==> src/rtl/bus_decoder.sv <==
// Address decoder and response router between the picorv32 native memory port and its slaves.
// One transaction at a time; unmapped accesses and overlong slave accesses are completed locally.
module bus_decoder #(
  parameter logic [31:0] MEM_SIZE = 32'h0001_0000,
  parameter logic [31:0] PER_BASE = 32'hFFFF_0000,
  parameter logic [31:0] PER_SIZE = 32'h0000_0100,
  parameter int unsigned TIMEOUT  = 16
) (
  input  logic        clk,
  input  logic        rst,

  input  logic        cpu_valid,
  input  logic        cpu_instr,
  input  logic [31:0] cpu_addr,
  input  logic [31:0] cpu_wdata,
  input  logic [3:0]  cpu_wstrb,
  output logic        cpu_ready,
  output logic [31:0] cpu_rdata,

  output logic        mem_valid,
  output logic        mem_instr,
  output logic [31:0] mem_addr,
  output logic [31:0] mem_wdata,
  output logic [3:0]  mem_wstrb,
  input  logic        mem_ready,
  input  logic [31:0] mem_rdata,

  output logic        per_valid,
  output logic [31:0] per_addr,
  output logic [31:0] per_wdata,
  output logic [3:0]  per_wstrb,
  input  logic        per_ready,
  input  logic [31:0] per_rdata,

  input  logic        err_clr,
  output logic        err_unmapped,
  output logic        err_timeout,
  output logic [31:0] err_addr
);

  localparam int unsigned    CntW   = $clog2(TIMEOUT);
  localparam logic [CntW-1:0] CntMax = CntW'(TIMEOUT - 1);
  // 33-bit end address so the upper bound never wraps in the compare
  localparam logic [32:0]    PerEnd = {1'b0, PER_BASE} + {1'b0, PER_SIZE};

  typedef enum logic [1:0] {StIdle, StMem, StPer, StErr} state_e;

  state_e          state_q, state_d;
  logic [CntW-1:0] cnt_q, cnt_d;
  logic            err_unmapped_q, err_timeout_q;
  logic [31:0]     err_addr_q;

  logic            in_mem, in_per;
  logic            slave_ready;
  logic [31:0]     slave_rdata;
  logic            expired;
  logic            set_unmapped, set_timeout;

  assign in_mem = cpu_addr < MEM_SIZE;
  assign in_per = ({1'b0, cpu_addr} >= {1'b0, PER_BASE}) && ({1'b0, cpu_addr} < PerEnd);

  assign slave_ready = (state_q == StPer) ? per_ready : mem_ready;
  assign slave_rdata = (state_q == StPer) ? per_rdata : mem_rdata;
  assign expired     = (cnt_q == CntMax);

  assign mem_instr = cpu_instr;
  assign mem_addr  = cpu_addr;
  assign mem_wdata = cpu_wdata;
  assign mem_wstrb = cpu_wstrb;
  assign per_addr  = cpu_addr;
  assign per_wdata = cpu_wdata;
  assign per_wstrb = cpu_wstrb;

  assign err_unmapped = err_unmapped_q;
  assign err_timeout  = err_timeout_q;
  assign err_addr     = err_addr_q;

  always_comb begin
    state_d      = state_q;
    cnt_d        = '0;
    mem_valid    = 1'b0;
    per_valid    = 1'b0;
    cpu_ready    = 1'b0;
    cpu_rdata    = '0;
    set_unmapped = 1'b0;
    set_timeout  = 1'b0;

    // A transaction caught by reset is abandoned without a response.
    if (!rst) begin
      unique case (state_q)
        StIdle: begin
          if (cpu_valid) begin
            if (in_mem) begin
              state_d = StMem;
            end else if (in_per) begin
              state_d = StPer;
            end else begin
              state_d = StErr;
            end
          end
        end

        StMem, StPer: begin
          mem_valid = (state_q == StMem) && cpu_valid;
          per_valid = (state_q == StPer) && cpu_valid;
          if (!cpu_valid) begin
            state_d = StIdle;
          end else if (slave_ready) begin
            // Slave completion wins over an expiry in the same cycle.
            cpu_ready = 1'b1;
            cpu_rdata = slave_rdata;
            state_d   = StIdle;
          end else if (expired) begin
            cpu_ready   = 1'b1;
            set_timeout = 1'b1;
            state_d     = StIdle;
          end else begin
            cnt_d = cnt_q + CntW'(1);
          end
        end

        StErr: begin
          state_d = StIdle;
          if (cpu_valid) begin
            cpu_ready    = 1'b1;
            set_unmapped = 1'b1;
          end
        end

        default: state_d = StIdle;
      endcase
    end
  end

  always_ff @(posedge clk) begin
    if (rst) begin
      state_q        <= StIdle;
      cnt_q          <= '0;
      err_unmapped_q <= 1'b0;
      err_timeout_q  <= 1'b0;
      err_addr_q     <= '0;
    end else begin
      state_q        <= state_d;
      cnt_q          <= cnt_d;
      err_unmapped_q <= set_unmapped | (err_unmapped_q & ~err_clr);
      err_timeout_q  <= set_timeout | (err_timeout_q & ~err_clr);
      if (set_unmapped || set_timeout) begin
        err_addr_q <= cpu_addr;
      end
    end
  end

  a_one_slave : assert property (@(posedge clk) disable iff (rst) !(mem_valid && per_valid));
  a_ready_req : assert property (@(posedge clk) disable iff (rst) cpu_ready |-> cpu_valid);

endmodule

==> config.mk <==
export PLATFORM = sky130hd
export DESIGN_NAME = bus_decoder
export DESIGN_NICKNAME = d
export VERILOG_FILES = /design/src/rtl/bus_decoder.sv
export SDC_FILE = /design/constraint.sdc
export NUM_CORES = 1
export LEC_CHECK = 0
export ABC_AREA = 1
export BUFFER_PORTS_ARGS = -buffer_cell sky130_fd_sc_hd__buf_2
export CELL_PAD_IN_SITES_DETAIL_PLACEMENT = 1
export CELL_PAD_IN_SITES_GLOBAL_PLACEMENT = 1
export CORE_AREA = 3 3 133 135
export DETAILED_ROUTE_END_ITERATION = 12
export DIE_AREA = 0 0 136 138
export PLACE_DENSITY_LB_ADDON = 0.08
export SLEW_MARGIN = 10
export SYNTH_ARGS = -nofsm -noshare
export SYNTH_HDL_FRONTEND = slang
export SYNTH_SLANG_ARGS = --single-unit
==> constraint.sdc <==
create_clock -name clk -period 2.1 [get_ports clk]
set_clock_uncertainty 0.05 [all_clocks]
set_input_delay 0.42 -clock clk [delete_from_list [all_inputs] [get_ports clk]]
set_output_delay 0.42 -clock clk [all_outputs]
set_load 0.05 [all_outputs]
* Word-level counts from Yosys, hierarchy flattened
Cells that the tools add are included.
Storage, ports and cells: input bits 139, register bits 40, output and inout port bits 206, word-level logic and storage cells 59
Cells by class: multiplexer cells 29, bitwise operators 7, order comparisons 3, add/sub/neg operators 1, reductions and logical operators 8, equality and inequality tests 6
Operator list (number):
- $mux 32 | 5
- $ge 32x32->1 const B | 1
- $lt 32x17->1 const B | 1
- $lt 32x32->1 const B | 1
- $mux 1 | 17
- $mux 2 | 5
- $pmux 2 s3 | 1
- $reduce_or 5->1 | 1
- $add 4x1->4 const B | 1
- $eq 2x2->1 const B | 2
- $eq 4x4->1 const B | 1
- $ne 4x4->1 const B | 1
- $logic_and 1x1->1 | 3
- $not 1->1 | 3
- $and 1x1->1 | 2
- $eq 2x1->1 const B | 1
- $logic_not 2->1 | 1
- $ne 2x2->1 const B | 1
- $or 1x1->1 | 2
- $pmux 1 s2 | 1
- $reduce_and 2->1 | 1
- $reduce_or 2->1 | 1
- $logic_or 1x1->1 | 1

* Logic depth before layout (Yosys ltp)
Gate-level depths: netlist (run 1).
depth after elaboration 7, depth in mapped cells 12, mapped depth without buffers 11

* Worst setup path after synthesis (run 1)
Ideal clock, no wire load.
kind reg-to-output, start point reg state_q[0], end point out cpu_ready, path buffers 1, data arrival time 2.098 ns, cell stages (with the launch flop) 9, slack -0.468 ns, required time 1.630 ns, path through dfxtp_1 inv_1 ha_1 buf_6 nand2_1 nand2_1 a21oi_1 a21oi_1 nor3_1
On the way: cells in the longest elaborated chain, start to end 6
Ends and longest elaborated chain:
- start: declaration | line 48 | state_e state_q, state_d;
- start signal: assignment | line 137 | state_q <= StIdle;
- start signal: assignment | line 143 | state_q <= state_d;
- $eq 2x2->1 | line 62, 90
- $mux 1 | line 62 | assign slave_ready = (state_q == StPer) ? per_ready : mem_ready;
- $mux 1 | line 108 | end else if (slave_ready) begin
- $mux 1 | line 106 | if (!cpu_valid) begin
- $pmux 1 s2 * | line 90 | unique case (state_q)
- $mux 1 * | line 89 | if (!rst) begin
- end: declaration | line 17 | output logic cpu_ready,
Mark *: on every way between the ends. The rest lies on a longest branch, timed or not.

* Worst setup path in the final report (run 1)
start point reg state_q[1], end point out cpu_rdata[10]
On the way: cells in the longest elaborated chain, start to end 6
Ends and longest elaborated chain:
- $eq 2x2->1 | line 62, 63, 90
- $mux 32 / $mux 1 (equally long branches) | line 63, 62
- $mux 32 | line 108
- $mux 32 | line 106
- $mux 32 * | line 90
- $mux 32 * | line 89
- end: declaration | line 18 | output logic [31:0] cpu_rdata,
Marked as above.

==> impl_metrics.csv, run 1 <==
group,metric,value,unit
min_path,min_path_cells,3,
timing,timing.slew.headroom,0.7534,
detailed_routing,detail_route.drc_violations,0,
critical_path,critPathLaunchType,"flop",
critical_path,cp-end-kind,"output port",
place,routabilityCongestion,0.6878,
layout,syn_to_final_growth,45.19,%
critical_path,cp_max_fo,6,
clock_network,insertion_delay_to_the_later_sink_of_the_worst_skew_pair,280,ps
layout,layout.cells.most_common,"sky130_fd_sc_hd__buf_2",
clock_network,cts.clk_slew.worst_paths,60,ps
global_route,globalRouteMet1Util,0.1350,
synthesis,ys_seq_elements,40,
detailed_routing,drt_first_iter_violations,50,
run,drv.max_cap_violation_count,0,
layout,nNetsFinal,731,
critical_path,critical_path_required,1630,ps
synthesis,seq_area_frac_synth,0.2484,
critical_path,r2r_setup_slack,310,ps
global_route,gr-usage-met3,0.03743,
floorplanning,num_rows,47,
synthesis,yosys.area_share.adder,0.02329,
critical_path,cp_num_buf_inv,5,
layout,number_of_antenna_cells_inserted,0,
detailed_routing,via_count,3249,
timing,timing_max_transition_violations_final,0,
synthesis,syn-instance-count,477,
pwr,clkPwrFrac,0.191,
floorplanning,num_io_pins,345,
synthesis,yosys.area_share.xor_xnor,0.005435,
timing,final_period_minus_worst_setup_slack,2287,ps
pwr,worst_ir_drop_vdd,0.0003152,V
global_route,grt_pass1_vias,3398,
global_route,grt_remaining_overflow,0,
clock_network,cts-buffers-inserted,5,
critical_path,cp_depth,10,
critical_path,cp_data_arrival_time,1820,ps
synthesis,yosys.area_share.simple,0.2387,
detailed_routing,wl_per_cell,15.93,um
synthesis,synth_compound_gate_area_share,0.1083,
clock_network,cts.sinks,40,
layout,drive_gt1_frac,0.5503,
clock_network,clock_tree_from_tritoncts,"done",
global_route,grt_antenna_before_repair,0,
timing,period_share,1.089,
global_route,grt_first_pass_wirelength,19040,um
timing,post-route-worst-setup-slack,-187.4,ps
timing,finalHoldViolations,0,
global_route,gr-usage-all-layers,0.1284,
synthesis,synth.net_count,622,
floorplanning,total_die_area,18770,um^2
detailed_routing,route.detailed.vias_per_inst,4.026,
clock_network,cts-root-buf,"sky130_fd_sc_hd__clkbuf_16",
pwr,power.switching,2.010,mW
timing,finalSetupViolations,33,
run_status,violated_checks,"negative setup slack",
floorplanning,fp.coreArea,16580,um^2
detailed_routing,routed_wl,12860,um
place,detailed_placement_hpwl,10070,um
synthesis,synth_area_per_cell,6.757,um^2
synthesis,ys_warns,0,
layout,finalNonFillerCells,807,
pwr,pwr-share-comb,0.598,
timing,tightestPinTransition,369.9,ps
synthesis,synth_cell_types,26,
floorplanning,die_width,136,um
clock_network,cts_buffer_depth,2,
critical_path,timing.critical_path.slowest_cell_delay,380,ps
pwr,power_total,4.143,mW
floorplanning,die_outline_height,138,um
place,placement.io_buffers,234,
timing,grt_setup_unrepaired,"true",
layout,summed_area_of_non_filler_cells_in_the_final_layout,4679,um^2
critical_path,timing.critical_path.slowest_stage_cell,"sky130_fd_sc_hd__dfxtp_4",
detailed_routing,drt_first_pass_iters,4,
critical_path,timing_worst_setup_path_type,"reg -> out",
layout,post-route-util,0.2822,
timing,clock.fmax,437.2,MHz
global_route,grt_max_degree,35,
pwr,leakage_power_of_the_design,2.303,nW
pwr,p_sw_frac,0.4851,
synthesis,netlist_area,3223,um^2
place,placedInstanceArea,4058,um^2
pwr,seq_power_share,0.211,
min_path,hold_path_class,"in -> reg",
critical_path,worst_path_dominant_cell_family,"buffers and inverters",
global_route,routing_layer_with_the_top_usage_in_global_route,"met2",
pwr,p_int,2.133,mW
layout,layout_common_cells,"sky130_fd_sc_hd__buf_2 (200), sky130_fd_sc_hd__nor2_1 (87), sky130_fd_sc_hd__nand2_1 (76), sky130_fd_sc_hd__dfxtp_1 (38), sky130_fd_sc_hd__a21oi_4 (32)",
critical_path,ff2ff_path_depth,12,
place,placedCellCount,791,
run_status,run_status,"finished, violations left",
floorplanning,initial_utilization,0.1944,
global_route,met2_usage,0.2446,
critical_path,critical_path.cell_chain,"inv_4 -> ha_4 -> nand2_4 -> clkinv_4 -> nand2_4 -> inv_4 -> nand2_8 -> buf_16 -> a21oi_4 -> buf_6",
clock_network,h-tree-depth,2,
pwr,power.density,885.4,nW/um^2
synthesis,dominant_combinational_cell_family_by_area_after_synthesis,"buffers and inverters",
detailed_routing,detail-route-antenna-nets,0,
synthesis,synth.mux.area_fraction,0,
==> worst register-to-register path: stages (launching register included) <==
cell and delay (ps):
sky130_fd_sc_hd__dfxtp_4 380, sky130_fd_sc_hd__inv_4 50, sky130_fd_sc_hd__ha_4 260, sky130_fd_sc_hd__nand2_4 50, sky130_fd_sc_hd__clkinv_4 50, sky130_fd_sc_hd__nand2_4 50, sky130_fd_sc_hd__inv_4 70, sky130_fd_sc_hd__buf_4 110
sky130_fd_sc_hd__nand2_2 70, sky130_fd_sc_hd__nand2_4 100, sky130_fd_sc_hd__buf_4 240, sky130_fd_sc_hd__o21ai_0 110, sky130_fd_sc_hd__nor2_1 120
==> stage by stage <==
stage / setup WS, ps / setup TNS (ps) / hold WS (ps)
final: -187.4 / -5071 / 334.0
after floorplan: -44.26 / -1370 / 367.6
after global placement: 4.361 / 0 / 386.0
after CTS: -193.1 / -5240 / 328.3
after detailed placement: -22.84 / -43.02 / 393.4
after global routing: -259.6 / -7491 / 341.2
==> routing by layer <==
layer | vias up | routed length (um) | part of all wire
met5 | - | 0 | 0
met4 | 0 | 242 | 0.019
met3 | 23 | 1137 | 0.088
met2 | 155 | 6692 | 0.52
met1 | 1487 | 4785 | 0.37
li1 | 1584 | - | -
==> flip-flops by register name, indices dropped and copies added, names as in the netlist <==
register	cells
err_addr	32
cnt_q	4
state_q	2
err_timeout	1
err_unmapped	1
==> synthesized netlist by cell type (all sizes together) <==
cell,count,area (um^2)
nor3,1,5.000
inv,12,50.05
nand2,82,322.8
clkbuf,9,35.03
ha,6,75.07
a21oi,36,180.2
o21ai,33,168.9
xor2,1,8.760
nor2,91,349.1
dfxtp,40,800.8
clkinv,1,3.750
xnor2,1,8.760
buf,147,1122
and2,2,12.51
nand3,11,55.05
nand4,4,25.02
==> area by class of cell <==
class                           count  area, um^2
Clock buffer                        6       138.9
Timing Repair Buffer              258        1730
Clock inverter                      2       10.01
Tap cell                          220       275.3
Sequential cell                    40       805.8
Fill cell                        2034       11900
Multi-Input combinational cell    268        1653
Inverter                           13       66.31
==> power by group through the flow <==
| stage | Sequential, mW | Clock [mW] | Combinational [mW] |
|---|---|---|---|
| floorplan | 0.986 | 0 | 1.82 |
| global placement | 0.864 | 0 | 2.11 |
| detailed placement | 0.865 | 0 | 2.14 |
| CTS | 0.873 | 0.829 | 2.47 |
| global route | 0.884 | 0.866 | 2.64 |
| finish | 0.874 | 0.793 | 2.48 |
==> cells by family (layout without fill, tap and decap cells) <==
family | Yosys count | in the layout
compound gates | 69 | 69
xor+xnor | 2 | 2
fa+ha+maj | 6 | 6
buf+inv | 169 | 279
flops | 40 | 40
simple gates | 191 | 191
==> repair_timing <==
item | CTS | global route
endpoints found under the setup margin | 34 | 34
gates cloned | 4 | 0
resized for setup | 91 | 9
hold buffers | 0 | 0
pin swaps | 4 | 3
buffers inserted | 4 | 1
==> worst paths after layout <==
kind	to	startpoint
setup / recovery	cpu_rdata[10]	state_q[1]
hold / removal	err_addr[6]	cpu_addr[6]
setup reg to reg	err_addr[18]	state_q[1]
hold reg to reg	cnt_q[0]	cnt_q[0]
(Power assumes the default switching activity.)
==> inputs of run 2 (changes only) <==
--- a/config.mk
+++ b/config.mk
@@ -9,9 +9,9 @@
 export BUFFER_PORTS_ARGS = -buffer_cell sky130_fd_sc_hd__buf_2
 export CELL_PAD_IN_SITES_DETAIL_PLACEMENT = 1
 export CELL_PAD_IN_SITES_GLOBAL_PLACEMENT = 1
-export CORE_AREA = 3 3 133 135
+export CORE_AREA = 3 3 134 136
 export DETAILED_ROUTE_END_ITERATION = 12
-export DIE_AREA = 0 0 136 138
+export DIE_AREA = 0 0 137 139
 export PLACE_DENSITY_LB_ADDON = 0.08
 export SLEW_MARGIN = 10
 export SYNTH_ARGS = -nofsm -noshare
==> constraint.sdc (replaced) <==
create_clock -name clk -period 2.8 [get_ports clk]
set_clock_uncertainty 0.05 [all_clocks]
set_input_delay 0.56 -clock clk [delete_from_list [all_inputs] [get_ports clk]]
set_output_delay 0.56 -clock clk [all_outputs]
set_load 0.05 [all_outputs]
==> run 2 against run 1 <==
Clock power fell by 24%. Critical path depth is the same. Via count fell by 4.1%. Routed wire length fell by 8.5%. The run now ends clean. Critical endpoint is now cpu_rdata[6].
==> impl_metrics.csv, run 2 (synthesis gave the netlist of run 1 again) <==
group,metric,value,unit
run_status,run_status,"completed",
clock_network,insertion_delay_to_the_later_sink_of_the_worst_skew_pair,280,ps
layout,nNetsFinal,713,
timing,final_period_minus_worst_setup_slack,2616,ps
layout,number_of_antenna_cells_inserted,0,
floorplanning,initial_utilization,0.1890,
place,placedCellCount,786,
clock_network,cts.hold.buffers_added,0,
global_route,grt_first_pass_wirelength,18290,um
min_path,hold_path_class,"reg -> reg",
timing,period_share,0.9343,
global_route,grt_max_degree,36,
clock_network,cts.sinks,40,
pwr,leakage_power_of_the_design,2.082,nW
clock_network,cts-buffers-inserted,5,
critical_path,cp_data_arrival_time,2010,ps
clock_network,cts_buffer_depth,2,
layout,layout_common_cells,"sky130_fd_sc_hd__buf_2 (232), sky130_fd_sc_hd__nor2_1 (88), sky130_fd_sc_hd__nand2_1 (78), sky130_fd_sc_hd__dfxtp_1 (40), sky130_fd_sc_hd__a21oi_1 (36)",
layout,summed_area_of_non_filler_cells_in_the_final_layout,3734,um^2
detailed_routing,detail-route-antenna-nets,0,
critical_path,cp-end-kind,"output port",
detailed_routing,wl_per_cell,14.82,um
place,place_ws,410.3,ps
critical_path,timing_worst_setup_path_type,"reg -> out",
floorplanning,total_die_area,19040,um^2
layout,num-fill-cells,2174,
floorplanning,die_width,137,um
pwr,worst_ir_drop_vdd,0.0002116,V
layout,multi_input_area,1211,um^2
clock_network,h-tree-depth,2,
pwr,power.density,662.8,nW/um^2
clock_network,cts.clk_slew.worst_paths,60,ps
critical_path,critical_path_required,2190,ps
detailed_routing,routed_wl,11770,um
pwr,p_sw_frac,0.4835,
place,detailed_placement_hpwl,9447,um
floorplanning,num_rows,48,
detailed_routing,drt_first_pass_iters,4,
layout,layout.cells.most_common,"sky130_fd_sc_hd__buf_2",
floorplanning,num_io_pins,345,
timing,setup_tns,0,ps
global_route,grt_remaining_overflow,0,
layout,layout.area.seq,800.8,um^2
timing,clock.fmax,382.3,MHz
place,routabilityCongestion,0.7539,
floorplanning,fp.coreArea,17060,um^2
run,drv.max_cap_violation_count,0,
critical_path,critPathLaunchType,"flop",
pwr,p_int,1.278,mW
timing,grt_setup_unrepaired,"false",
timing,timing_max_transition_violations_final,0,
global_route,gr-usage-all-layers,0.1192,
detailed_routing,detail_route.drc_violations,0,
pwr,power.switching,1.197,mW
layout,drive_gt1_frac,0.4569,
detailed_routing,via_count,3115,
timing,timing.slew.headroom,0.7735,
timing,finalSetupViolations,0,
detailed_routing,route.detailed.vias_per_inst,3.923,
place,placedInstanceArea,3563,um^2
pwr,seq_power_share,0.258,
timing,post-route-worst-setup-slack,184.1,ps
detailed_routing,drt_first_iter_violations,39,
critical_path,cp_max_fo,32,
clock_network,cts-root-buf,"sky130_fd_sc_hd__clkbuf_16",
timing,finalHoldViolations,0,
pwr,pwr-share-comb,0.500,
clock_network,clock_tree_from_tritoncts,"done",
layout,syn_to_final_growth,15.84,%
place,placement.io_buffers,234,
pwr,clkPwrFrac,0.242,
global_route,grt_pass1_vias,3363,
layout,finalNonFillerCells,794,
floorplanning,die_outline_height,139,um
global_route,grt_antenna_before_repair,0,
layout,max_ffs_per_register,32,
timing,tightestPinTransition,339.7,ps
-- run 2: what timing repair did --
action	CTS	global route
resized for setup	0	5
setup buffers	0	0
setup endpoints to repair	0	32
-- run 2: worst max-delay path, cell delays in order, from the launching register on --
cell	delay, ps
sky130_fd_sc_hd__dfxtp_1	380
sky130_fd_sc_hd__inv_1	100
sky130_fd_sc_hd__ha_1	280
sky130_fd_sc_hd__nand2_1	70
sky130_fd_sc_hd__clkinv_1	70
sky130_fd_sc_hd__nand2_2	50
sky130_fd_sc_hd__inv_2	60
sky130_fd_sc_hd__nand2_1	70
sky130_fd_sc_hd__buf_8	180
sky130_fd_sc_hd__a21oi_1	160
sky130_fd_sc_hd__buf_2	290
-- run 2: worst paths after layout --
check	slack [ps]	cells after the start	end	start
max	180	10	cpu_rdata[6]	state_q[0]
min	400	1	cnt_q[0]	cnt_q[0]
max reg2reg	830	10	err_addr[28]	state_q[0]
min reg2reg	400	1	cnt_q[0]	cnt_q[0]
-- run 2: power by group through the flow --
stage / registers, mW / clock network (mW) / logic (mW)
floorplan: 0.739 / 0 / 1.16
detailed placement: 0.652 / 0 / 1.25
CTS: 0.640 / 0.620 / 1.26
global placement: 0.650 / 0 / 1.26
finish: 0.639 / 0.599 / 1.24
global route: 0.646 / 0.642 / 1.37
-- run 2: per-stage QoR --
stage	hold slack (ps)	total power, mW	utilization
6_report	397.6	2.475	0.2189
4_1_cts	405.2	2.517	0.2179
3_5_place_dp	394.5	1.907	0.2089
2_1_floorplan	367.6	1.898	-
5_1_grt	440.4	2.660	0.2189
3_3_place_gp	383.2	1.905	0.2089
-- run 2: area by class of cell --
type / count / share of cell area
multi-input combinational: 268 / 0.3244
timing repair buffer: 240 / 0.3301
sequential: 40 / 0.2145
clock buffer: 6 / 0.03720
clock inverter: 2 / 0.004021
inverter: 13 / 0.01441
tap: 225 / 0.07540
-- run 2: per-layer routing --
layer	share of wire	track usage	up-vias
li1	-	-	1544
met2	0.51	0.2177	125
met4	0.015	0.02889	0
met5	0	0	-
met3	0.097	0.04100	24
met1	0.38	0.1305	1422
==> inputs of run 3 (changes only) <==
--- a/config.mk
+++ b/config.mk
@@ -6,13 +6,14 @@
 export NUM_CORES = 1
 export LEC_CHECK = 0
 export ABC_AREA = 1
-export BUFFER_PORTS_ARGS = -buffer_cell sky130_fd_sc_hd__buf_2
 export CELL_PAD_IN_SITES_DETAIL_PLACEMENT = 1
 export CELL_PAD_IN_SITES_GLOBAL_PLACEMENT = 1
-export CORE_AREA = 3 3 134 136
+export CORE_AREA = 3 3 133 135
 export DETAILED_ROUTE_END_ITERATION = 12
-export DIE_AREA = 0 0 137 139
+export DIE_AREA = 0 0 136 138
+export DONT_BUFFER_PORTS = 1
 export PLACE_DENSITY_LB_ADDON = 0.08
+export SETUP_SLACK_MARGIN = 0.4
 export SLEW_MARGIN = 10
 export SYNTH_ARGS = -nofsm -noshare
 export SYNTH_HDL_FRONTEND = slang
==> run 3 against run 2 <==
Total power rose by 3.4%. Critical path type unchanged. Maximum frequency is 11% higher. Final cell count down 24%.
==> impl_metrics.csv, run 3 (synthesis gave the netlist of run 1 again) <==
group,metric,value,unit
run,drv.max_cap_violation_count,0,
layout,num-fill-cells,2017,
critical_path,critical_path_required,2190,ps
timing,timing_max_transition_violations_final,0,
timing,period_share,0.8422,
detailed_routing,routed_wl,10440,um
pwr,worst_ir_drop_vdd,0.0001975,V
floorplanning,initial_utilization,0.1944,
layout,number_of_antenna_cells_inserted,0,
min_path,hold_path_class,"in -> reg",
detailed_routing,detail_route.drc_violations,0,
timing,finalSetupViolations,0,
detailed_routing,drt_first_iter_violations,53,
timing,post-route-worst-setup-slack,441.7,ps
layout,post-route-util,0.2054,
critical_path,worst_path_dominant_cell_family,"buffers and inverters",
critical_path,timing.critical_path.slowest_cell_delay,330,ps
critical_path,critPathLaunchType,"flop",
layout,layout_common_cells,"sky130_fd_sc_hd__nor2_1 (88), sky130_fd_sc_hd__nand2_1 (76), sky130_fd_sc_hd__dfxtp_1 (38), sky130_fd_sc_hd__buf_6 (33), sky130_fd_sc_hd__o21ai_0 (22)",
floorplanning,total_die_area,18770,um^2
timing,timing.slew.headroom,0.6089,
pwr,power.density,751.1,nW/um^2
detailed_routing,detail-route-antenna-nets,0,
clock_network,cts-root-buf,"sky130_fd_sc_hd__clkbuf_16",
layout,layout.area.seq,803.3,um^2
floorplanning,num_io_pins,345,
global_route,grt_antenna_before_repair,0,
critical_path,timing_worst_setup_path_type,"reg -> out",
layout,nNetsFinal,528,
layout,multi_input_area,1500,um^2
critical_path,timing.critical_path.slowest_stage_cell,"sky130_fd_sc_hd__dfxtp_2",
place,placement.io_buffers,0,
global_route,grt_first_pass_wirelength,15400,um
global_route,grt_remaining_overflow,0,
critical_path,cp_data_arrival_time,1750,ps
timing,setup_tns,0,ps
timing,clock.fmax,424.0,MHz
timing,tightestPinTransition,585.8,ps
layout,drive_gt1_frac,0.2995,
pwr,leakage_power_of_the_design,1.399,nW
clock_network,cts.clk_slew.worst_paths,50,ps
detailed_routing,drt_first_pass_iters,4,
clock_network,cts.sinks,40,
floorplanning,die_width,136,um
global_route,grt_max_degree,34,
clock_network,h-tree-depth,2,
clock_network,cts.hold.buffers_added,0,
detailed_routing,route.detailed.vias_per_inst,4.131,
clock_network,cts_buffer_depth,2,
place,detailed_placement_hpwl,7623,um
global_route,grt_pass1_vias,2635,
layout,max_ffs_per_register,32,
detailed_routing,wl_per_cell,17.28,um
timing,grt_setup_unrepaired,"true",
pwr,power_total,2.558,mW
timing,finalHoldViolations,0,
layout,syn_to_final_growth,5.668,%
place,routabilityCongestion,0.7237,
floorplanning,fp.coreArea,16580,um^2
floorplanning,num_rows,47,
clock_network,cts-buffers-inserted,5,
place,place_ws,414.2,ps
timing,holdWs,297.2,ps
critical_path,cp_max_fo,8,
critical_path,cp_num_buf_inv,5,
critical_path,critical_path.cell_chain,"inv_2 -> ha_4 -> nand2_4 -> inv_4 -> nand2_4 -> inv_4 -> nand2_8 -> buf_16 -> a21oi_4 -> buf_6",
layout,layout.cells.most_common,"sky130_fd_sc_hd__nor2_1",
global_route,gr-usage-all-layers,0.1030,
timing,final_period_minus_worst_setup_slack,2358,ps
run_status,run_status,"completed",
clock_network,insertion_delay_to_the_later_sink_of_the_worst_skew_pair,280,ps
critical_path,cp-end-kind,"output port",
detailed_routing,via_count,2495,
floorplanning,die_outline_height,138,um
clock_network,clock_tree_from_tritoncts,"done",
## run 3: cell count changes in the layout (fill, tap and decap cells not counted), sizes merged
cell	change
clkinvlp	-2
inv	+1
buf	-183
clkbuf	-1
## run 3: what timing repair did
| item | 4_1_cts | 5_1_grt |
|---|---|---|
| setup buffers | 4 | 6 |
| gates resized for setup | 48 | 53 |
| pin swaps | 0 | 3 |
| gates cloned | 3 | 0 |
| endpoints found under the setup margin | 34 | 32 |
## run 3: final timing paths
path | endpoint | cells after the start | from | slack [ps]
max | cpu_rdata[2] | 10 | state_q[0] | 440
min | state_q[1] | 1 | rst | 300
min reg2reg | cnt_q[0] | 1 | cnt_q[0] | 420
max reg2reg | err_addr[3] | 12 | state_q[1] | 750
## run 3: worst register-to-register path, cell delays in order, from the launching register on
cell                      delay [ps]
sky130_fd_sc_hd__dfxtp_2         330
sky130_fd_sc_hd__buf_6           120
sky130_fd_sc_hd__ha_4            180
sky130_fd_sc_hd__buf_8           130
sky130_fd_sc_hd__nand2_4          50
sky130_fd_sc_hd__o21ai_4          70
sky130_fd_sc_hd__buf_4           140
sky130_fd_sc_hd__nor2_1          100
sky130_fd_sc_hd__nand2_2         100
sky130_fd_sc_hd__nand2_4         210
sky130_fd_sc_hd__buf_4           280
sky130_fd_sc_hd__o21ai_0         130
sky130_fd_sc_hd__nor2_1          100
## run 3: per-layer routing
metal  part of all wire  wire length (um)  vias up  track usage
li1                   -                 -     1176            -
met1               0.36              3781     1189       0.1112
met2               0.53              5577      112       0.1922
met3              0.093               976       18      0.03379
met4              0.010               105        0      0.02387
met5                  0                 0        -            0
## run 3: stage by stage
stage | area [um^2] | cells
floorplan | 3239 | 477
global placement | 2685 | 583
detailed placement | 2685 | 583
CTS | 3104 | 598
global route | 3406 | 604
finish | 3406 | 604
## run 3: final cells by class
class / count / share of cell area
Clock inverter: 1 / 0.002572
Sequential cell: 40 / 0.2359
Multi-Input combinational cell: 268 / 0.4405
Tap cell: 220 / 0.08082
Inverter: 13 / 0.01800
Clock buffer: 7 / 0.03894
Timing Repair Buffer: 55 / 0.1833
## run 3: power by group
part | internal, mW | switching, mW
logic | 0.458 | 0.794
clock network | 0.333 | 0.232
registers | 0.616 | 0.125
total | 1.41 | 1.15
